==> config.mk <==
export PLATFORM = sky130hd
export DESIGN_NAME = scan_chain_controller_flat
export DESIGN_NICKNAME = d
export VERILOG_FILES = /design/src/rtl/scan_chain_controller_if.sv /design/src/rtl/scan_chain_controller.sv /design/src/flat_wrapper.sv
export SDC_FILE = /design/constraint.sdc
export NUM_CORES = 1
export LEC_CHECK = 0
export CORE_MARGIN = 2
export CORE_UTILIZATION = 48
export DETAILED_ROUTE_END_ITERATION = 8
export PLACE_DENSITY = 0.77
export SLEW_MARGIN = 20
export SYNTH_ARGS = -nofsm -noshare
export SYNTH_HDL_FRONTEND = slang
export SYNTH_SLANG_ARGS = --single-unit
==> constraint.sdc <==
create_clock -name i_TCK -period 2.3 [get_ports i_TCK]
set_input_delay 0.345 -clock i_TCK [delete_from_list [all_inputs] [get_ports i_TCK]]
set_output_delay 0.345 -clock i_TCK [all_outputs]
set_load 0.005 [all_outputs]
==> src/rtl/scan_chain_controller_if.sv <==
// Host/chain signal bundle for scan_chain_controller.
// The slave modport is the controller's view; master is the host plus chain side.
interface scan_chain_controller_if #(
    parameter int unsigned CHAIN_LEN = 4
);
    logic                 i_start;
    logic                 i_abort;
    logic [CHAIN_LEN-1:0] i_pattern;
    logic                 i_TDO;
    logic                 o_TST;
    logic                 o_TDI;
    logic                 o_busy;
    logic                 o_done;
    logic [CHAIN_LEN-1:0] o_capture;
    logic                 o_parity;

    modport master (
        output i_start, i_abort, i_pattern, i_TDO,
        input  o_TST, o_TDI, o_busy, o_done, o_capture, o_parity
    );

    modport slave (
        input  i_start, i_abort, i_pattern, i_TDO,
        output o_TST, o_TDI, o_busy, o_done, o_capture, o_parity
    );
endinterface

==> src/rtl/scan_chain_controller.sv <==
// Scan chain sequencer: one capture of the chain's parallel inputs followed by
// CHAIN_LEN shift cycles that unload the captured word and load a new pattern.
// Optional feature: define SCAN_PARITY_EN to produce o_parity = ^o_capture.
module scan_chain_controller #(
    parameter int unsigned CHAIN_LEN = 4
) (
    input  logic                  i_TCK,
    input  logic                  i_nRESET,
    scan_chain_controller_if.slave bus
);
    localparam int unsigned CNT_W = $clog2(CHAIN_LEN + 1);

    typedef enum logic [1:0] {
        IDLE    = 2'd0,
        CAPTURE = 2'd1,
        SHIFT   = 2'd2,
        DONE    = 2'd3
    } state_t;

    state_t               state_q;
    state_t               state_d;
    logic [CNT_W-1:0]     cnt_q;
    logic [CHAIN_LEN-1:0] pat_q;
    logic [CHAIN_LEN-1:0] sr_q;
    logic [CHAIN_LEN-1:0] cap_q;
    logic [CHAIN_LEN-1:0] sr_shift;
    logic                 last_shift;
    logic                 cap_en;

    assign last_shift = (cnt_q == CNT_W'(CHAIN_LEN - 1));
    // Shift register value after this cycle's TDO bit; becomes o_capture on DONE entry.
    assign sr_shift   = {sr_q[CHAIN_LEN-2:0], bus.i_TDO};
    assign cap_en     = (state_q == SHIFT) && (state_d == DONE);

    // State register
    always_ff @(posedge i_TCK or negedge i_nRESET) begin
        if (!i_nRESET) begin
            state_q <= IDLE;
        end else begin
            state_q <= state_d;
        end
    end

    // Next-state logic; abort wins only while busy, start only counts in IDLE
    always_comb begin
        state_d = state_q;
        case (state_q)
            IDLE:    if (bus.i_start) state_d = CAPTURE;
            CAPTURE: state_d = bus.i_abort ? IDLE : SHIFT;
            SHIFT: begin
                if (bus.i_abort) begin
                    state_d = IDLE;
                end else if (last_shift) begin
                    state_d = DONE;
                end
            end
            DONE:    state_d = IDLE;
            default: state_d = IDLE;
        endcase
    end

    // Output decode from registered state and pattern register only
    always_comb begin
        bus.o_TST  = 1'b0;
        bus.o_TDI  = 1'b0;
        bus.o_busy = 1'b0;
        bus.o_done = 1'b0;
        case (state_q)
            CAPTURE: bus.o_busy = 1'b1;
            SHIFT: begin
                bus.o_TST  = 1'b1;
                bus.o_TDI  = pat_q[CHAIN_LEN-1];
                bus.o_busy = 1'b1;
            end
            DONE:    bus.o_done = 1'b1;
            default: ;
        endcase
    end

    // Datapath: pattern latch/shift-out, capture shift-in, shift counter
    always_ff @(posedge i_TCK or negedge i_nRESET) begin
        if (!i_nRESET) begin
            cnt_q <= '0;
            pat_q <= '0;
            sr_q  <= '0;
        end else begin
            case (state_q)
                IDLE:    if (bus.i_start) pat_q <= bus.i_pattern;
                CAPTURE: cnt_q <= '0;
                SHIFT: begin
                    pat_q <= {pat_q[CHAIN_LEN-2:0], 1'b0};
                    sr_q  <= sr_shift;
                    cnt_q <= cnt_q + CNT_W'(1);
                end
                default: ;
            endcase
        end
    end

    // Captured word register; untouched by aborted scans
    always_ff @(posedge i_TCK or negedge i_nRESET) begin
        if (!i_nRESET) begin
            cap_q <= '0;
        end else if (cap_en) begin
            cap_q <= sr_shift;
        end
    end

    assign bus.o_capture = cap_q;

`ifdef SCAN_PARITY_EN
    logic par_q;

    // Parity of the captured word, updated in the same cycle as o_capture
    always_ff @(posedge i_TCK or negedge i_nRESET) begin
        if (!i_nRESET) begin
            par_q <= 1'b0;
        end else if (cap_en) begin
            par_q <= ^sr_shift;
        end
    end

    assign bus.o_parity = par_q;
`else
    assign bus.o_parity = 1'b0;
`endif

endmodule

==> src/flat_wrapper.sv <==
// flat-port wrapper written by rule: the top's interface ports become plain ports
module scan_chain_controller_flat 
#(
    parameter int unsigned CHAIN_LEN = 4
)
  (i_TCK, i_nRESET, bus_i_start, bus_i_abort, bus_i_pattern, bus_i_TDO, bus_o_TST, bus_o_TDI, bus_o_busy, bus_o_done, bus_o_capture, bus_o_parity);
  scan_chain_controller_if #(.CHAIN_LEN(CHAIN_LEN)) bus_i ();
  input  logic i_TCK;
  input  logic i_nRESET;
  input wire logic [$bits(bus_i.i_start)-1:0] bus_i_start;
  input wire logic [$bits(bus_i.i_abort)-1:0] bus_i_abort;
  input wire logic [$bits(bus_i.i_pattern)-1:0] bus_i_pattern;
  input wire logic [$bits(bus_i.i_TDO)-1:0] bus_i_TDO;
  output wire logic [$bits(bus_i.o_TST)-1:0] bus_o_TST;
  output wire logic [$bits(bus_i.o_TDI)-1:0] bus_o_TDI;
  output wire logic [$bits(bus_i.o_busy)-1:0] bus_o_busy;
  output wire logic [$bits(bus_i.o_done)-1:0] bus_o_done;
  output wire logic [$bits(bus_i.o_capture)-1:0] bus_o_capture;
  output wire logic [$bits(bus_i.o_parity)-1:0] bus_o_parity;
  assign bus_i.i_start = bus_i_start;
  assign bus_i.i_abort = bus_i_abort;
  assign bus_i.i_pattern = bus_i_pattern;
  assign bus_i.i_TDO = bus_i_TDO;
  assign bus_o_TST = bus_i.o_TST;
  assign bus_o_TDI = bus_i.o_TDI;
  assign bus_o_busy = bus_i.o_busy;
  assign bus_o_done = bus_i.o_done;
  assign bus_o_capture = bus_i.o_capture;
  assign bus_o_parity = bus_i.o_parity;
  scan_chain_controller #(.CHAIN_LEN(CHAIN_LEN)) u_core (.i_TCK(i_TCK), .i_nRESET(i_nRESET), .bus(bus_i));
endmodule
Word-level counts from Yosys, hierarchy flattened --
Cells that the tools add are included.
Storage, ports and cells: bits in registers 16, output and inout bits 9, word-level logic and storage cells 30, input port bits 9
Operators by class: muxes and demuxes 12, reduce and logical (&&, ||, !) cells 6, add/sub/neg operators 1, equality and inequality tests 6
Operators with widths (number):
- $mux W2 | 4
- $pmux W2 S4 | 1
- $pmux W4 S2 | 1
- $eq A2 B2 Y1 const B | 3
- $pmux W3 S2 | 1
- $mux W1 | 4
- $mux W4 | 1
- $reduce_bool A2 Y1 | 2
- $add A3 B1 Y3 const B | 1
- $eq A3 B2 Y1 const B | 1
- $eq A2 B1 Y1 const B | 1
- $logic_not A2 Y1 | 1
- $ne A2 B2 Y1 const B | 1
- $reduce_and A2 Y1 | 1
- $reduce_or A2 Y1 | 1
- $logic_and A1 B1 Y1 | 1

Longest topological paths before layout --
Gate-level depths: netlist (run 1).
word-level depth 6, mapped depth 7, mapped depth without buffers 6

Worst setup path before layout (run 1) --
OpenSTA, ideal clock, no wires.
path kind flip-flop to flip-flop, start point register u_core.state_q[0], end point register u_core.cap_q[0], in the netlist u_core.bus.o_capture[0], period minus slack after synthesis 1.747 ns, library setup time 0.125 ns, path buffers 1, arrival time 1.622 ns, data required time 2.175 ns, cell stages (with the launch flop) 7, slack 0.553 ns, cells stage by stage dfrtp_1 inv_1 ha_1 buf_6 o31ai_1 o2111a_2 mux2_2
On the way: cells in the longest elaborated chain, start to end 5, elaborated cells between the ends (all ways) 10, those cells by class 4 x eq/ne; 4 x mux; 2 x reduce/logical
Ends and longest elaborated chain:
- start, declared | RTL line scan_chain_controller.sv:20 | state_t state_q;
- start signal, assigned | RTL line scan_chain_controller.sv:40 | state_q <= state_d;
- $mux W2 | RTL line scan_chain_controller.sv:53 | end else if (last_shift) begin
- $mux W2 | RTL line scan_chain_controller.sv:51 | if (bus.i_abort) begin
- $pmux W2 S4 | RTL line scan_chain_controller.sv:47 | case (state_q)
- $eq A2 B2 Y1 | RTL line scan_chain_controller.sv:33 | assign cap_en = (state_q == SHIFT) && (state_d == DONE);
- $logic_and A1 B1 Y1 * | RTL line scan_chain_controller.sv:33
- end signal, assigned | RTL line scan_chain_controller.sv:105 | cap_q <= sr_shift;
- end, declared | RTL line scan_chain_controller.sv:25 | logic [CHAIN_LEN-1:0] cap_q;
Mark *: on every way between the ends. The rest lies on a longest branch, timed or not. A chain may end at the register's enable or synchronous reset.

Worst setup path in the final report (run 1) --
start point register u_core.state_q[0], end point output bus_o_TST
On the way: cells in the longest elaborated chain, start to end 2
Ends and longest elaborated chain:
- $eq A2 B2 Y1 | RTL line scan_chain_controller.sv:68 | case (state_q)
- $mux W1 | RTL line scan_chain_controller.sv:68
- end, declared | RTL line flat_wrapper.sv:14 | output wire logic [$bits(bus_i.o_TST)-1:0] bus_o_TST;
Every way passes these cells.

==> results.yml, run 1 <==
status:
  status: "completed"
final_layout:
  area_delta_synth_final_pct: 23.3
  post-route-util: 0.648
  fillCellCount: 137
  drive_above_1_share: 0.141
  diodes: 0
  nNetsFinal: 109
  final_cell_mix: "clkdlybuf4s50_1, dfrtp_1, inv_1, mux2_2"
clocking:
  cts_buffer_depth: 2
  cts-htree-levels: 1
  numCtsBuffers: 3
  clockRootBuffer: "clkbuf_4"
  hold_buffers: 0
  path_clk_slew_ps: 80
  clock-sinks: 16
  cts_tree: "yes"
  clock_latency_ps: 280
placed_design:
  dp_hpwl_um: 1080
  gp_congestion: 0.867
  io_buffer_count: 16
logic_synthesis:
  synthSimpleGateAreaFrac: 0.0773
  ys_types: 21
  synthXorXnorAreaFrac: 0
  yosys.area_share.adder: 0.0927
  ys_seq_elements: 16
  yosys_warnings: 0
  syn_area_um2: 810
  synthesis.nets: 90
  synth_top_family_by_area: "compound AO/OA/AOI/OAI gates"
  syn_area_per_cell_um2: 10.8
  synth_compound_area_frac: 0.172
  synth_mux_area_frac: 0.0974
  syn_inst: 75
  seq_area_frac_synth: 0.495
floorplan:
  pin_count: 18
  die_x_um: 45.1
  core_area_mm2: 0.00154
  dieArea_mm2: 0.00203
  fp-row-count: 14
  initial_core_util: 0.525
  dieHeight_um: 45.1
timing:
  finalHoldViolations: 0
  worst_pin_slew_ps: 696
  min_period_ps: 2120
  setup_tns_ps: 0
  slew_headroom: 0.534
  rsz0062_at_grt: "false"
  skew_ps: 2.49
  fmax_ghz: 0.472
  drv_slew: 0
  setup_violations: 0
  min_period_over_period: 0.921
critical_path:
  worstSetupStartpointType: "flip-flop"
  cp.required_ps: 1960
  crit_type: "flip-flop to output pin"
  critPathCaptureType: "output pin"
  cp_data_arrival_time_ps: 1770
  worstPathMaxFanout: 8
  startpoint: "u_core.state_q[0]"
  r2r-start: "u_core.state_q[0]"
detailed_routing:
  ant_nets: 0
  first_pass_iters: 4
  drtIter0Drc: 15
  wl_per_cell_um: 13.4
  vias_per_cell: 5.51
  drcViolationCount: 0
  num_vias: 595
  drt_wl_total_um: 1440
min_path:
  worstHoldPathType: "input pin to async pin"
power_and_ir_drop:
  p_per_area_mw_per_mm2: 927
  p_leak_nw: 0.438
  ir_worst_vdd_mv: 0.469
global_route:
  grt_pass1_vias: 578
  track_usage: 0.167
  grt-ovfl-total: 0
  grt_pass1_wl_um: 2370
  antenna_found_initial: 0
  met2_usage: 0.251
  grtUsageMet1: 0.225
  busiest_layer: "met2"
  grt_max_degree: 17
  grt_use_met3: 0.0240
run:
  max_cap_viol_count: 0
-- kinds of logic (layout without fill, tap and decap cells) --
kind of cell,after synthesis,count (layout)
simple gates,13,13
mux,7,7
fa+ha+maj,6,6
buf+inv,10,27
compound gates,22,22
other cells,1,1
flops,16,16
-- synthesized netlist by cell type (all sizes together) --
master | instances | area share
nor2 | 3 | 0.014
conb | 1 | 0.0046
inv | 7 | 0.032
nand3 | 2 | 0.012
dfrtp | 16 | 0.49
o2111a | 1 | 0.015
mux2 | 7 | 0.097
and2 | 1 | 0.0077
nand3b | 1 | 0.0093
o31ai | 2 | 0.019
buf | 3 | 0.029
o22ai | 6 | 0.046
nand2 | 4 | 0.019
o22a | 1 | 0.011
o21ai | 6 | 0.037
nand2b | 2 | 0.015
ha | 6 | 0.093
o21a | 2 | 0.019
a21oi | 4 | 0.025
-- routing by layer --
metal | share of wire | vias to the layer above | wire (um)
met5 | 0 | - | 0
met4 | 0.024 | 0 | 35
met3 | 0.046 | 5 | 66
met2 | 0.43 | 18 | 618
met1 | 0.50 | 272 | 723
li1 | - | 300 | -
-- repair_timing --
action,4_1_cts,5_1_grt
buffers inserted,0,0
gates resized for setup,0,1
endpoints found under the hold margin,0,0
setup endpoints to repair,0,1
-- final cells by class --
class	instances	area [um^2]	area share
clock buffers	3	22.5	0.0226
inverters	7	26.3	0.0263
multi-input cells	49	362	0.362
flip-flops and latches	16	400	0.401
well taps	16	20.0	0.0201
repair buffers	17	168	0.168
-- sequential cells by signal, indices dropped and copies added, names as in the netlist --
signal / cells
u_core.bus.o_capture: 4
u_core.pat_q: 4
u_core.cnt_q: 3
u_core.sr_q: 3
u_core.state_q: 2
-- worst max-delay path, stage by stage (launching register included) --
cell and delay, ps:
dfrtp_1 440, inv_1 110, ha_2 280, buf_4 180, clkdlybuf4s50_1 500
-- stage by stage --
stage                     power (W)  setup WS (ps)  hold WS (ps)  cells  cell area, um^2
after floorplan            0.000675            553          49.4     75              810
after global placement     0.000774            313           487    105              973
after detailed placement   0.000786            255           495    105              973
after CTS                  0.000930           92.5           503    108              996
after global routing       0.000993           74.4           528    108              998
final                      0.000925            182           473    108              998
-- worst paths after layout --
kind                                      endpoint  slack (ps)  cells after the start
setup / recovery                         bus_o_TST         180                      4
hold / removal                      u_core.sr_q[1]         470                      1
setup reg to reg           u_core.bus.o_capture[1]         250                      6
hold reg to reg            u_core.bus.o_capture[3]         510                      1
max in group asynchronous  u_core.bus.o_capture[0]        1390                      1
min in group i_TCK         u_core.bus.o_capture[3]         510                      1
-- where the power goes --
part           internal [W]  switching (W)
clock             0.0000609      0.0000843
sequential         0.000361      0.0000602
combinational      0.000179       0.000180
total              0.000601       0.000324
Note: power is estimated with default switching activity, not from simulation.
==> run 2: changes to the inputs <==
--- a/config.mk
+++ b/config.mk
@@ -7,6 +7,7 @@
 export LEC_CHECK = 0
 export CORE_MARGIN = 2
 export CORE_UTILIZATION = 48
+export CTS_BUF_LIST = sky130_fd_sc_hd__clkbuf_8 sky130_fd_sc_hd__clkbuf_16
 export DETAILED_ROUTE_END_ITERATION = 8
 export PLACE_DENSITY = 0.77
 export SLEW_MARGIN = 20
==> run 2 against run 1 <==
Clock skew decreased by 0.91 ps. Count of clock-buffer cells in the layout unchanged. Via count increased by 1.3%. Wire length increased by 3.7%. Flip-flop and latch count unchanged. Final cell count unchanged. Fmax decreased by 2.2%. Combinational power about the same. Sequential share of layout area decreased by 0.64 points. Design area increased by 1.6%. Register-to-register slack got worse by 20 ps. Critical path depth unchanged. Largest power group unchanged.
==> results.yml, run 2 (synthesized netlist as in run 1, its figures left out) <==
status:
  status: "completed"
clocking:
  postCtsSetupBuffers: 0
  clock-sinks: 16
  clock_latency_ps: 240
  clockRootBuffer: "clkbuf_8"
  cts_tree: "yes"
  post_cts_resized: 0
  path_clk_slew_ps: 60
  hold_buffers: 0
  numCtsBuffers: 3
  cts_buffer_depth: 2
  cts-htree-levels: 1
timing:
  min_period_ps: 2170
  fin_ws_ps: 134
  rsz0062_at_grt: "false"
  fmax_ghz: 0.462
  drv_slew: 0
  skew_ps: 1.57
  slew_headroom: 0.528
  setup_tns_ps: 0
  setup_violations: 0
  min_period_over_period: 0.942
  hold-worst-slack_ps: 506
  finalHoldViolations: 0
  worst_pin_slew_ps: 705
critical_path:
  r2r_slack_ps: 230
  cp_data_arrival_time_ps: 1820
  r2r-start: "u_core.state_q[0]"
  rr_worst_depth: 6
  cp.required_ps: 1960
  crit_type: "flip-flop to output pin"
  startpoint: "u_core.state_q[0]"
  crit_path_end: "bus_o_TST"
  r2r-end: "u_core.bus.o_capture[1]"
  critPathCaptureType: "output pin"
  worstPathMaxFanout: 8
  worstSetupStartpointType: "flip-flop"
final_layout:
  nNetsFinal: 109
  diodes: 0
  layout.cells.non_filler: 108
  fin_area_mm2: 0.00101
  area_delta_synth_final_pct: 25.3
  final_cell_mix: "clkdlybuf4s50_1, dfrtp_1, inv_1, mux2_2"
  drive_above_1_share: 0.130
floorplan:
  initial_core_util: 0.525
  dieArea_mm2: 0.00203
  die_x_um: 45.1
  core_area_mm2: 0.00154
  fp-row-count: 14
  dieHeight_um: 45.1
  pin_count: 18
placed_design:
  gp_congestion: 0.867
  dp.cells: 105
  io_buffer_count: 16
  dpl_cell_area_um2: 973
  dp_hpwl_um: 1080
  place_ws_ps: 255
power_and_ir_drop:
  p_per_area_mw_per_mm2: 971
  ir_worst_vdd_mv: 0.566
  p_leak_nw: 0.447
run:
  max_cap_viol_count: 0
global_route:
  grt_pass1_wl_um: 2450
  grt_max_degree: 17
  grt_pass1_vias: 584
  track_usage: 0.173
  grt-ovfl-total: 0
  antenna_found_initial: 0
detailed_routing:
  drt_wl_total_um: 1500
  wl_per_cell_um: 13.9
  num_vias: 603
  drcViolationCount: 0
  ant_nets: 0
  drtIter0Drc: 10
  first_pass_iters: 4
  vias_per_cell: 5.58
min_path:
  worstHoldPathType: "flip-flop to flip-flop"
  min_path_cells: 1
-- run 2: cell count changes in the layout (fill, tap and decap cells not counted) --
| cell | delta |
|---|---|
| clkbuf_4 | -3 |
| clkbuf_8 | +3 |
| ha_1 | +1 |
| ha_2 | -1 |
-- run 2: cell type report --
type | count | area, um^2
inverters | 7 | 26.3
fillers | 133 | 527
repair buffers | 17 | 168
multi-input cells | 49 | 359
flip-flops and latches | 16 | 400
clock buffers | 3 | 41.3
well taps | 16 | 20.0
-- run 2: where the power goes --
part / total (W) / internal [W] / switching [W]
logic: 0.000360 / 0.000178 / 0.000182
clock network: 0.000203 / 0.000116 / 0.0000871
registers: 0.000422 / 0.000362 / 0.0000599
total: 0.000985 / 0.000656 / 0.000329
-- run 2: how the worst min path moves through the flow --
stage | startpoint | end | slack [ps]
after floorplan | i_nRESET | u_core.bus.o_capture[0] | 50
after global placement | u_core.pat_q[0] | u_core.pat_q[0] | 490
after detailed placement | u_core.sr_q[2] | u_core.bus.o_capture[3] | 500
after CTS | u_core.sr_q[2] | u_core.bus.o_capture[3] | 510
after global routing | u_core.bus.o_capture[2] | u_core.bus.o_capture[2] | 530
final | u_core.sr_q[2] | u_core.bus.o_capture[3] | 510
-- run 2: critical path: stages, from the launching register on --
cell,delay [ps]
dfrtp_1,430
inv_1,100
ha_1,340
buf_4,210
clkdlybuf4s50_1,500
-- run 2: routing by layer --
metal / wire (um) / vias up / GRT usage
li1: - / 299 / -
met1: 733 / 285 / 0.233
met2: 674 / 16 / 0.254
met3: 73 / 3 / 0.0480
met4: 14 / 0 / 0.0882
met5: 0 / - / 0
-- run 2: through the flow --
| stage | total power, W | util |
|---|---|---|
| after floorplan | 0.000675 | - |
| after CTS | 0.000993 | 0.658 |
| final | 0.000985 | 0.658 |
| after detailed placement | 0.000786 | 0.631 |
| after global routing | 0.00106 | 0.658 |
| after global placement | 0.000774 | 0.631 |
==> run 3: changes to the inputs <==
--- a/config.mk
+++ b/config.mk
@@ -5,8 +5,9 @@
 export SDC_FILE = /design/constraint.sdc
 export NUM_CORES = 1
 export LEC_CHECK = 0
+export ABC_AREA = 1
 export CORE_MARGIN = 2
-export CORE_UTILIZATION = 48
+export CORE_UTILIZATION = 49
 export CTS_BUF_LIST = sky130_fd_sc_hd__clkbuf_8 sky130_fd_sc_hd__clkbuf_16
 export DETAILED_ROUTE_END_ITERATION = 8
 export PLACE_DENSITY = 0.77
==> run 3 against run 2 <==
Global-route usage up 1.1 points. Synthesized cell count is 24% higher. Largest cell class unchanged. First-iteration DRC count rose by 40%. Highest routed layer unchanged. Clock skew about the same. Count of clock-buffer cells in the layout grew 1.
==> results.yml, run 3 <==
global_route:
  track_usage: 0.183
  grt_pass1_wl_um: 2690
  grt_pass1_vias: 636
  antenna_found_initial: 0
  grt_max_degree: 17
  grt-ovfl-total: 0
floorplan:
  dieHeight_um: 45.8
  core_area_mm2: 0.00169
  initial_core_util: 0.506
  dieArea_mm2: 0.00209
  pin_count: 18
  fp-row-count: 15
  die_x_um: 45.8
status:
  status: "completed"
detailed_routing:
  drcViolationCount: 0
  wl_per_cell_um: 12.1
  ant_nets: 0
  drtIter0Drc: 14
  first_pass_iters: 5
  vias_per_cell: 5.24
  num_vias: 671
  drt_wl_total_um: 1550
clocking:
  clock-sinks: 16
  hold_buffers: 0
  clockRootBuffer: "clkbuf_8"
  cts_buffer_depth: 2
  post_cts_resized: 0
  numCtsBuffers: 3
  cts-htree-levels: 1
  path_clk_slew_ps: 60
  postCtsSetupBuffers: 0
  clock_latency_ps: 240
  cts_tree: "yes"
logic_synthesis:
  yosys_warnings: 0
  synth_top_area_share: 0.469
  ys_seq_elements: 16
  synthesis.nets: 108
  synth-edff-count: 0
  seq_area_frac_synth: 0.469
  yosys-top-cells-area: "dfrtp_1, nand2_1, ha_1, inv_1, nand3_1"
  ys_types: 21
  synth_top_area_cell: "dfrtp_1"
  syn_inst: 93
  async_flop_share: 1.00
  syn_area_um2: 855
  syn_area_per_cell_um2: 9.19
  synth_flop_cell: "dfrtp_1"
  synth_commonest_cells: "nand2_1, dfrtp_1, inv_1, nor2_1"
  yosysMostFrequentCell: "nand2_1"
critical_path:
  worstSetupStartpointType: "flip-flop"
  critPathTopFamily: "buffers and inverters"
  cpPeakStageDelay_ps: 520
  cp_data_arrival_time_ps: 1640
  critPathCaptureType: "output pin"
  crit_slowest_cell: "clkdlybuf4s50_1"
  worstPathMaxFanout: 5
  path_cells: "inv_1, ha_1, clkdlybuf4s50_1"
  cp.required_ps: 1960
  crit_type: "flip-flop to output pin"
  path_buf_inv: 2
final_layout:
  final_cell_mix: "nand2_1, clkdlybuf4s50_1, dfrtp_1"
  post-route-util: 0.630
  diodes: 0
  area_delta_synth_final_pct: 24.6
  drive_above_1_share: 0.117
  nNetsFinal: 127
  mostFrequentLayoutCell: "nand2_1"
run:
  max_cap_viol_count: 0
placed_design:
  place_ws_ps: 551
  gp_congestion: 0.848
  dp_hpwl_um: 1200
  io_buffer_count: 16
timing:
  slew_headroom: 0.527
  hold-worst-slack_ps: 477
  worst_pin_slew_ps: 707
  skew_ps: 1.19
  fin_ws_ps: 314
  min_period_over_period: 0.863
  setup_tns_ps: 0
  min_period_ps: 1990
  fmax_ghz: 0.504
  setup_violations: 0
  finalHoldViolations: 0
  rsz0062_at_grt: "false"
  drv_slew: 0
min_path:
  worstHoldPathType: "flip-flop to flip-flop"
power_and_ir_drop:
  ir_worst_vdd_mv: 0.698
  p_leak_nw: 0.528
  p_per_area_mw_per_mm2: 1160
## run 3: cell types whose count changed after synthesis, moves of 3 or more
| cell | delta |
|---|---|
| mux2_2 | -7 |
| nand3_1 | +4 |
| a31oi_1 | +3 |
| nor2_1 | +4 |
| o22ai_1 | -5 |
| o21ai_0 | -3 |
| a21oi_1 | -4 |
| nand2_1 | +24 |
## run 3: power by group
| part | total (W) | leakage [nW] | switching [W] | internal (W) |
|---|---|---|---|---|
| Combinational | 0.000529 | 0.293 | 0.000291 | 0.000238 |
| Sequential | 0.000462 | 0.206 | 0.0000722 | 0.000390 |
| Clock | 0.000245 | 0.0288 | 0.0000935 | 0.000152 |
| Total | 0.00124 | 0.528 | 0.000457 | 0.000779 |
## run 3: per-layer routing
metal	vias up	GRT usage	routed length [um]
met3	2	0.0357	68
li1	329	-	-
met1	325	0.241	678
met5	-	0	0
met2	15	0.299	791
met4	0	0.0686	10
## run 3: per-stage QoR
step	power (W)	instance area (um^2)	cells
3_5_place_dp	0.000996	1010	124
5_1_grt	0.00134	1060	128
4_1_cts	0.00125	1060	128
6_report	0.00124	1060	128
2_1_floorplan	0.000817	855	93
3_3_place_gp	0.000977	1010	124
## run 3: cell families after synthesis
kind of cell / after synthesis / share of synthesized area
simple gates: 45 / 0.234
buf+inv: 13 / 0.0864
flops: 16 / 0.469
compound gates: 12 / 0.119
fa+ha+maj: 6 / 0.0878
other cells: 1 / 0.00439
## run 3: path summary, 6_finish.rpt
kind	to	startpoint	cells after the start	slack, ps
worst max register to register	u_core.bus.o_capture[1]	u_core.state_q[0]	10	540
min in group asynchronous	u_core.bus.o_capture[0]	i_nRESET	1	520
max in group asynchronous	u_core.cnt_q[0]	i_nRESET	1	1330
worst min-delay path	u_core.sr_q[2]	u_core.sr_q[2]	2	480
worst min register to register	u_core.sr_q[2]	u_core.sr_q[2]	2	480
worst max-delay path	bus_o_busy	u_core.state_q[1]	3	310
## run 3: worst reg2reg max path: cells and delay by family, from the launching register on
| kind | cells | cell delay [ps] |
|---|---|---|
| flip-flops | 1 | 410 |
| AO/OA/AOI/OAI | 1 | 220 |
| adder cells (fa/ha/maj) | 1 | 210 |
| AND/OR/NAND/NOR | 5 | 420 |
| buffers and inverters | 3 | 390 |
## run 3: area by class of cell
class                           instances  area (um^2)
Sequential cell                        16          400
Multi-Input combinational cell         64          380
Clock buffer                            4         55.1
Fill cell                             148          624
Timing Repair Buffer                   17          168
Inverter                               10         40.0
Tap cell                               17         21.3
